### src/rtl/bsg_idiv_iterative_sequencer.sv
// Request sequencer wrapped around the iterative integer divider.
// Buffers tagged DIV/DIVU/REM/REMU requests in a small FIFO, issues misses to the
// divider one at a time, and captures the selected result with its tag into a
// single-entry output register. The last completed operand pair (with signedness)
// is cached with both quotient and remainder, so a DIV/REM pair on the same
// operands needs only one divide.
//
// Ports:
//   clk_i, reset_i                        clock, synchronous active-high reset
//   v_i, ready_and_o                      request handshake (ready = FIFO not full)
//   dividend_i, divisor_i, op_i, tag_i    request payload (op: bit0 unsigned, bit1 rem)
//   div_v_o, div_ready_and_i              issue handshake to the divider
//   div_dividend_o, div_divisor_o         FIFO head operands
//   div_signed_o                          FIFO head signedness
//   div_v_i, div_yumi_o                   divider result handshake
//   div_quotient_i, div_remainder_i       divider results
//   v_o, result_o, tag_o, yumi_i          selected result output handshake
module bsg_idiv_iterative_sequencer #(
    parameter int unsigned width_p     = 32,
    parameter int unsigned tag_width_p = 4,
    parameter int unsigned els_p       = 2
) (
    input  logic                   clk_i,
    input  logic                   reset_i,

    input  logic                   v_i,
    output logic                   ready_and_o,
    input  logic [width_p-1:0]     dividend_i,
    input  logic [width_p-1:0]     divisor_i,
    input  logic [1:0]             op_i,
    input  logic [tag_width_p-1:0] tag_i,

    output logic                   div_v_o,
    input  logic                   div_ready_and_i,
    output logic [width_p-1:0]     div_dividend_o,
    output logic [width_p-1:0]     div_divisor_o,
    output logic                   div_signed_o,

    input  logic                   div_v_i,
    input  logic [width_p-1:0]     div_quotient_i,
    input  logic [width_p-1:0]     div_remainder_i,
    output logic                   div_yumi_o,

    output logic                   v_o,
    output logic [width_p-1:0]     result_o,
    output logic [tag_width_p-1:0] tag_o,
    input  logic                   yumi_i
);

    localparam int unsigned ptr_w = (els_p > 1) ? $clog2(els_p) : 1;
    localparam int unsigned cnt_w = $clog2(els_p + 1);

    typedef enum logic [0:0] {
        ST_IDLE = 1'b0,
        ST_WAIT = 1'b1
    } state_t;

    // Request FIFO storage and pointers
    logic [width_p-1:0]     fifo_a   [els_p];
    logic [width_p-1:0]     fifo_b   [els_p];
    logic [1:0]             fifo_op  [els_p];
    logic [tag_width_p-1:0] fifo_tag [els_p];
    logic [ptr_w-1:0]       rd_ptr, wr_ptr;
    logic [cnt_w-1:0]       count;

    state_t state, state_n;

    // In-flight request (operands kept for the cache write on completion)
    logic [width_p-1:0]     inf_a, inf_b;
    logic [1:0]             inf_op;
    logic [tag_width_p-1:0] inf_tag;

    // Last completed divide
    logic                   cache_valid;
    logic [width_p-1:0]     cache_a, cache_b, cache_q, cache_r;
    logic                   cache_signed;

    logic                   enq, deq, issue, out_load, cache_wr;
    logic                   head_v, hit, out_free;
    logic [width_p-1:0]     head_a, head_b;
    logic [1:0]             head_op;
    logic [tag_width_p-1:0] head_tag;
    logic [width_p-1:0]     out_val;
    logic [tag_width_p-1:0] out_tag;

    function automatic logic [ptr_w-1:0] ptr_inc(input logic [ptr_w-1:0] p);
        return (p == ptr_w'(els_p - 1)) ? '0 : p + ptr_w'(1);
    endfunction

    assign ready_and_o = (count != cnt_w'(els_p));
    assign enq         = v_i & ready_and_o;
    assign head_v      = (count != '0);
    assign head_a      = fifo_a[rd_ptr];
    assign head_b      = fifo_b[rd_ptr];
    assign head_op     = fifo_op[rd_ptr];
    assign head_tag    = fifo_tag[rd_ptr];
    assign out_free    = ~v_o | yumi_i;

    // Op[1] is not part of the match: both results are cached together
    assign hit = cache_valid & (head_a == cache_a) & (head_b == cache_b)
               & (~head_op[0] == cache_signed);

    assign div_dividend_o = head_a;
    assign div_divisor_o  = head_b;
    assign div_signed_o   = ~head_op[0];

    // FIFO payload storage (no reset needed, guarded by count)
    always_ff @(posedge clk_i) begin
        if (enq) begin
            fifo_a[wr_ptr]   <= dividend_i;
            fifo_b[wr_ptr]   <= divisor_i;
            fifo_op[wr_ptr]  <= op_i;
            fifo_tag[wr_ptr] <= tag_i;
        end
    end

    // FIFO control
    always_ff @(posedge clk_i) begin
        if (reset_i) begin
            rd_ptr <= '0;
            wr_ptr <= '0;
            count  <= '0;
        end else begin
            if (enq) wr_ptr <= ptr_inc(wr_ptr);
            if (deq) rd_ptr <= ptr_inc(rd_ptr);
            count <= count + cnt_w'(enq) - cnt_w'(deq);
        end
    end

    // State register
    always_ff @(posedge clk_i) begin
        if (reset_i) state <= ST_IDLE;
        else         state <= state_n;
    end

    // Next state, handshakes and output-load selection
    always_comb begin
        state_n    = state;
        div_v_o    = 1'b0;
        div_yumi_o = 1'b0;
        deq        = 1'b0;
        issue      = 1'b0;
        out_load   = 1'b0;
        out_val    = '0;
        out_tag    = '0;
        cache_wr   = 1'b0;
        case (state)
            ST_IDLE: begin
                if (head_v) begin
                    if (!hit) begin
                        div_v_o = 1'b1;
                        if (div_ready_and_i) begin
                            deq     = 1'b1;
                            issue   = 1'b1;
                            state_n = ST_WAIT;
                        end
                    end else if (out_free) begin
                        deq      = 1'b1;
                        out_load = 1'b1;
                        out_val  = head_op[1] ? cache_r : cache_q;
                        out_tag  = head_tag;
                    end
                end
            end
            ST_WAIT: begin
                if (div_v_i && out_free) begin
                    div_yumi_o = 1'b1;
                    out_load   = 1'b1;
                    out_val    = inf_op[1] ? div_remainder_i : div_quotient_i;
                    out_tag    = inf_tag;
                    cache_wr   = 1'b1;
                    state_n    = ST_IDLE;
                end
            end
            default: state_n = ST_IDLE;
        endcase
    end

    // In-flight request capture at issue
    always_ff @(posedge clk_i) begin
        if (reset_i) begin
            inf_a   <= '0;
            inf_b   <= '0;
            inf_op  <= '0;
            inf_tag <= '0;
        end else if (issue) begin
            inf_a   <= head_a;
            inf_b   <= head_b;
            inf_op  <= head_op;
            inf_tag <= head_tag;
        end
    end

    // Result cache
    always_ff @(posedge clk_i) begin
        if (reset_i) begin
            cache_valid  <= 1'b0;
            cache_a      <= '0;
            cache_b      <= '0;
            cache_signed <= 1'b0;
            cache_q      <= '0;
            cache_r      <= '0;
        end else if (cache_wr) begin
            cache_valid  <= 1'b1;
            cache_a      <= inf_a;
            cache_b      <= inf_b;
            cache_signed <= ~inf_op[0];
            cache_q      <= div_quotient_i;
            cache_r      <= div_remainder_i;
        end
    end

    // Single-entry output register; load and consume may coincide
    always_ff @(posedge clk_i) begin
        if (reset_i) begin
            v_o      <= 1'b0;
            result_o <= '0;
            tag_o    <= '0;
        end else if (out_load) begin
            v_o      <= 1'b1;
            result_o <= out_val;
            tag_o    <= out_tag;
        end else if (yumi_i) begin
            v_o      <= 1'b0;
        end
    end

endmodule

### config.mk
export PLATFORM = sky130hd
export DESIGN_NAME = bsg_idiv_iterative_sequencer
export DESIGN_NICKNAME = d
export VERILOG_FILES = /design/src/rtl/bsg_idiv_iterative_sequencer.sv
export SDC_FILE = /design/constraint.sdc
export NUM_CORES = 1
export LEC_CHECK = 0
export CORE_MARGIN = 2
export CORE_UTILIZATION = 58
export DETAILED_ROUTE_END_ITERATION = 6
export PLACE_DENSITY = 0.84
export SYNTH_ARGS = -nofsm -noshare
export SYNTH_HDL_FRONTEND = slang
export SYNTH_SLANG_ARGS = --single-unit
### constraint.sdc
create_clock -name clk_i -period 10.2 [get_ports clk_i]
set_input_delay 2.04 -clock clk_i [delete_from_list [all_inputs] [get_ports clk_i]]
set_output_delay 2.04 -clock clk_i [all_outputs]
set_load 0.05 [all_outputs]
==> metrics.yaml <==
finish:
  utilization_pct: 73.4
  drive_gt1_share_pct: 5.80
  syn2layout_area_growth_pct: 25.2
  fill_cells: 1719
  finish.instance_area_sq_um: 19000
  instances_no_fill: 2011
  nets: 1787
worst_setup_path:
  worstPathArrival_ps: 5100
  end_kind: "primary output"
  critPathKind: "in -> out"
  reg2reg_depth: 15
  crit_path_start: "yumi_i"
  critPathMaxStageDelay_ps: 870
  rrSetupSlack_ps: 5290
  cp_slowest_cell: "clkdlybuf4s50_1"
  path_common_cell: "clkdlybuf4s50_1"
  required_ps: 8160
  start_kind: "input port"
  reg2reg_to: "count[1]"
  cp_max_fo: 101
  crit_chain: "clkdlybuf4s50_1, nand2b_1, nand3_4, buf_4, inv_4, clkdlybuf4s50_1"
sta:
  fin_crit_sh_pct: 70.0
  setup_slack_ps: 3060
  hold_ws_ps: 452
  max_freq_ghz: 0.140
  setup_viol: 0
  finClkSkew_ps: 13.9
  setup_tns_ps: 0
  period_minus_slack_ps: 7140
  final_max_slew_viol_count: 0
  tightest_slew_ps: 1150
  rsz0062_at_grt: "no"
  relSlewSlack_pct: 23.4
  hold_viol: 0
clock_network:
  holdBufCountCts: 0
  cts_buffer_depth: 3
  cts_resized: 0
  tritoncts: "built"
  cts.clk_slew.worst_paths_ps: 60
  h-tree-depth: 2
  cts_buffers: 38
  clock_latency_ps: 520
  post_cts_buffers: 0
  root_buffer: "clkbuf_16"
  numClockSinks: 383
global_route:
  grt_pass1_wl_um: 59900
  grt_max_degree: 105
  gr-total-overflow: 0
  grt_antenna_before_repair: 3
  track_usage_pct: 26.9
  first_global_vias: 11500
floorplan:
  io_pins: 245
  die_h_um: 166
  die_x_um: 166
  core_area_sq_um: 25900
  rows: 59
  fp.dieArea_sq_um: 27500
  initial_utilization_pct: 58.7
route:
  drc: 0
  finalWirelength_um: 38100
  antenna_left: 0
  drtIter0Drc: 1137
  avgViaCountPerCell: 5.71
  wire_per_inst_um: 18.9
  firstDrtPassIters: 5
  via_count: 11500
logic_synthesis:
  synth_edf_count: 140
  syn-cell-area_sq_um: 15200
  syn_inst: 1449
  yosys-top-cells-count: "261 x nand2_1, 243 x dfxtp_1, 168 x a21oi_1"
  async_flop_share_pct: 0
  ys_top_cells_by_area: "dfxtp_1 32%, edfxtp_1 28%, mux2i_1 8.2%, nand2_1 6.4%, a21oi_1 5.5%"
  yosys.cell_count.top_type: "nand2_1"
  synthesis.nets: 1591
  synth_top_area_share_pct: 32.0
  synth_cell_type_count: 40
  yosys_warnings: 0
  synth-main-ff-cell: "dfxtp_1"
  synth_seq_area_share_pct: 59.7
  synth.avg_cell_area_sq_um: 10.5
  synth-seq-cells: 383
  yosysTopAreaCell: "dfxtp_1"
placed_design:
  gp_congestion: 0.805
  place_ws_ps: 3130
  place_area_sq_um: 17800
  post-place-cells: 1940
  dp_hpwl_um: 23700
  portBuffers: 244
power_and_ir_drop:
  p_comb_share_pct: 29.2
  power.internal_mw: 3.13
  p_clk_share_pct: 29.8
  power_density_nw_per_um2: 247
  leakagePower_nw: 6.45
  p_total_mw: 4.70
  switching_share_pct: 33.5
  p_sw_mw: 1.57
  power_frac_seq_pct: 41.1
  peakVddDrop_mv: 0.184
hold_path:
  hold_end: "cache_b[15]"
  holdCritStartpoint: "inf_b[15]"
  hp-class: "reg -> reg"
  hold_depth: 2
job:
  max-cap-violations: 0
run_status:
  status: "finished clean"
[cells in the final DEF, fill, tap and decap left out, types with 4 or more instances in the layout]
| cell type | synthesis | routed |
|---|---|---|
| dfxtp_1 | 243 | 241 |
| clkbuf_16 | 0 | 40 |
| clkdlybuf4s50_1 | 0 | 243 |
| a211oi_1 | 61 | 61 |
| nor4_1 | 14 | 14 |
| edfxtp_1 | 140 | 140 |
| mux2i_2 | 7 | 7 |
| a21oi_1 | 168 | 167 |
| inv_1 | 65 | 65 |
| nor3_1 | 7 | 7 |
| clkbuf_8 | 0 | 6 |
| nor2_1 | 86 | 85 |
| o22a_1 | 32 | 32 |
| nand2_1 | 261 | 261 |
| a211oi_2 | 9 | 9 |
| buf_4 | 6 | 13 |
| clkbuf_1 | 70 | 13 |
| nand3_1 | 42 | 41 |
| mux2i_1 | 124 | 123 |
| xor2_1 | 4 | 4 |
| xnor2_1 | 52 | 52 |
[per-layer routing]
layer	part of all wire [%]	GRT usage, %
met5	0	0
met4	3.6	11.5
met3	6.4	4.62
met2	50	46.3
met1	40	33.5
[layout make-up]
| class | count | area, sq um | area share (%) |
|---|---|---|---|
| repair buffers | 257 | 2540 | 13.4 |
| well taps | 335 | 419 | 2.20 |
| flip-flops and latches | 383 | 9070 | 47.7 |
| multi-input cells | 899 | 5480 | 28.8 |
| clock inverters | 9 | 121 | 0.638 |
| inverters | 66 | 250 | 1.32 |
| diodes | 3 | 7.51 | 0.0395 |
| clock buffers | 59 | 1130 | 5.95 |
[cells by family (layout without fill, tap and decap cells)]
group                    count (synthesis)  after routing  share of synthesized area (%)
AO/OA/AOI/OAI                          284            284                           11.9
XOR/XNOR                                56             56                           3.23
adder cells (fa/ha/maj)                  2              2                          0.165
buffers and inverters                  167            391                           4.62
flip-flops                             383            383                           59.7
multiplexers                           136            136                           9.17
other                                    0              3                              0
AND/OR/NAND/NOR                        421            421                           11.3
[how the worst max path moves through the flow]
stage / to / slack [ps] / cells after the start
after floorplan: fifo_a[0][0] / 4620 / 2
after global routing: div_yumi_o / 2900 / 6
after global placement: div_yumi_o / 3140 / 6
final: div_yumi_o / 3060 / 6
after detailed placement: div_yumi_o / 3130 / 6
after CTS: div_yumi_o / 3090 / 6
[registers in the layout, indices dropped and copies added (netlist names), named ones only]
signal / count
fifo_b: 64
wr_ptr: 1
cache_b: 32
cache_valid: 1
state: 1
cache_q: 32
cache_r: 32
fifo_tag: 8
inf_tag: 4
rd_ptr: 1
fifo_a: 64
cache_a: 32
tag_o: 4
count: 2
cache_signed: 1
inf_b: 32
fifo_op: 4
inf_op: 2
inf_a: 32
result_o: 32
v_o: 1
[power groups by stage]
stage	clock network (mW)	registers, mW	logic, mW
3_3_place_gp	0	1.95	1.34
3_5_place_dp	0	1.96	1.36
4_1_cts	1.42	1.93	1.37
5_1_grt	1.48	1.95	1.45
6_report	1.40	1.93	1.37
2_1_floorplan	0	1.93	0.950
[worst max-delay path, delay by kind of cell]
family | cells | cell delay (ps)
buffers and inverters | 4 | 2610
and+or+nand+nor | 2 | 350
No activity file was read; power rests on OpenSTA's default activity.
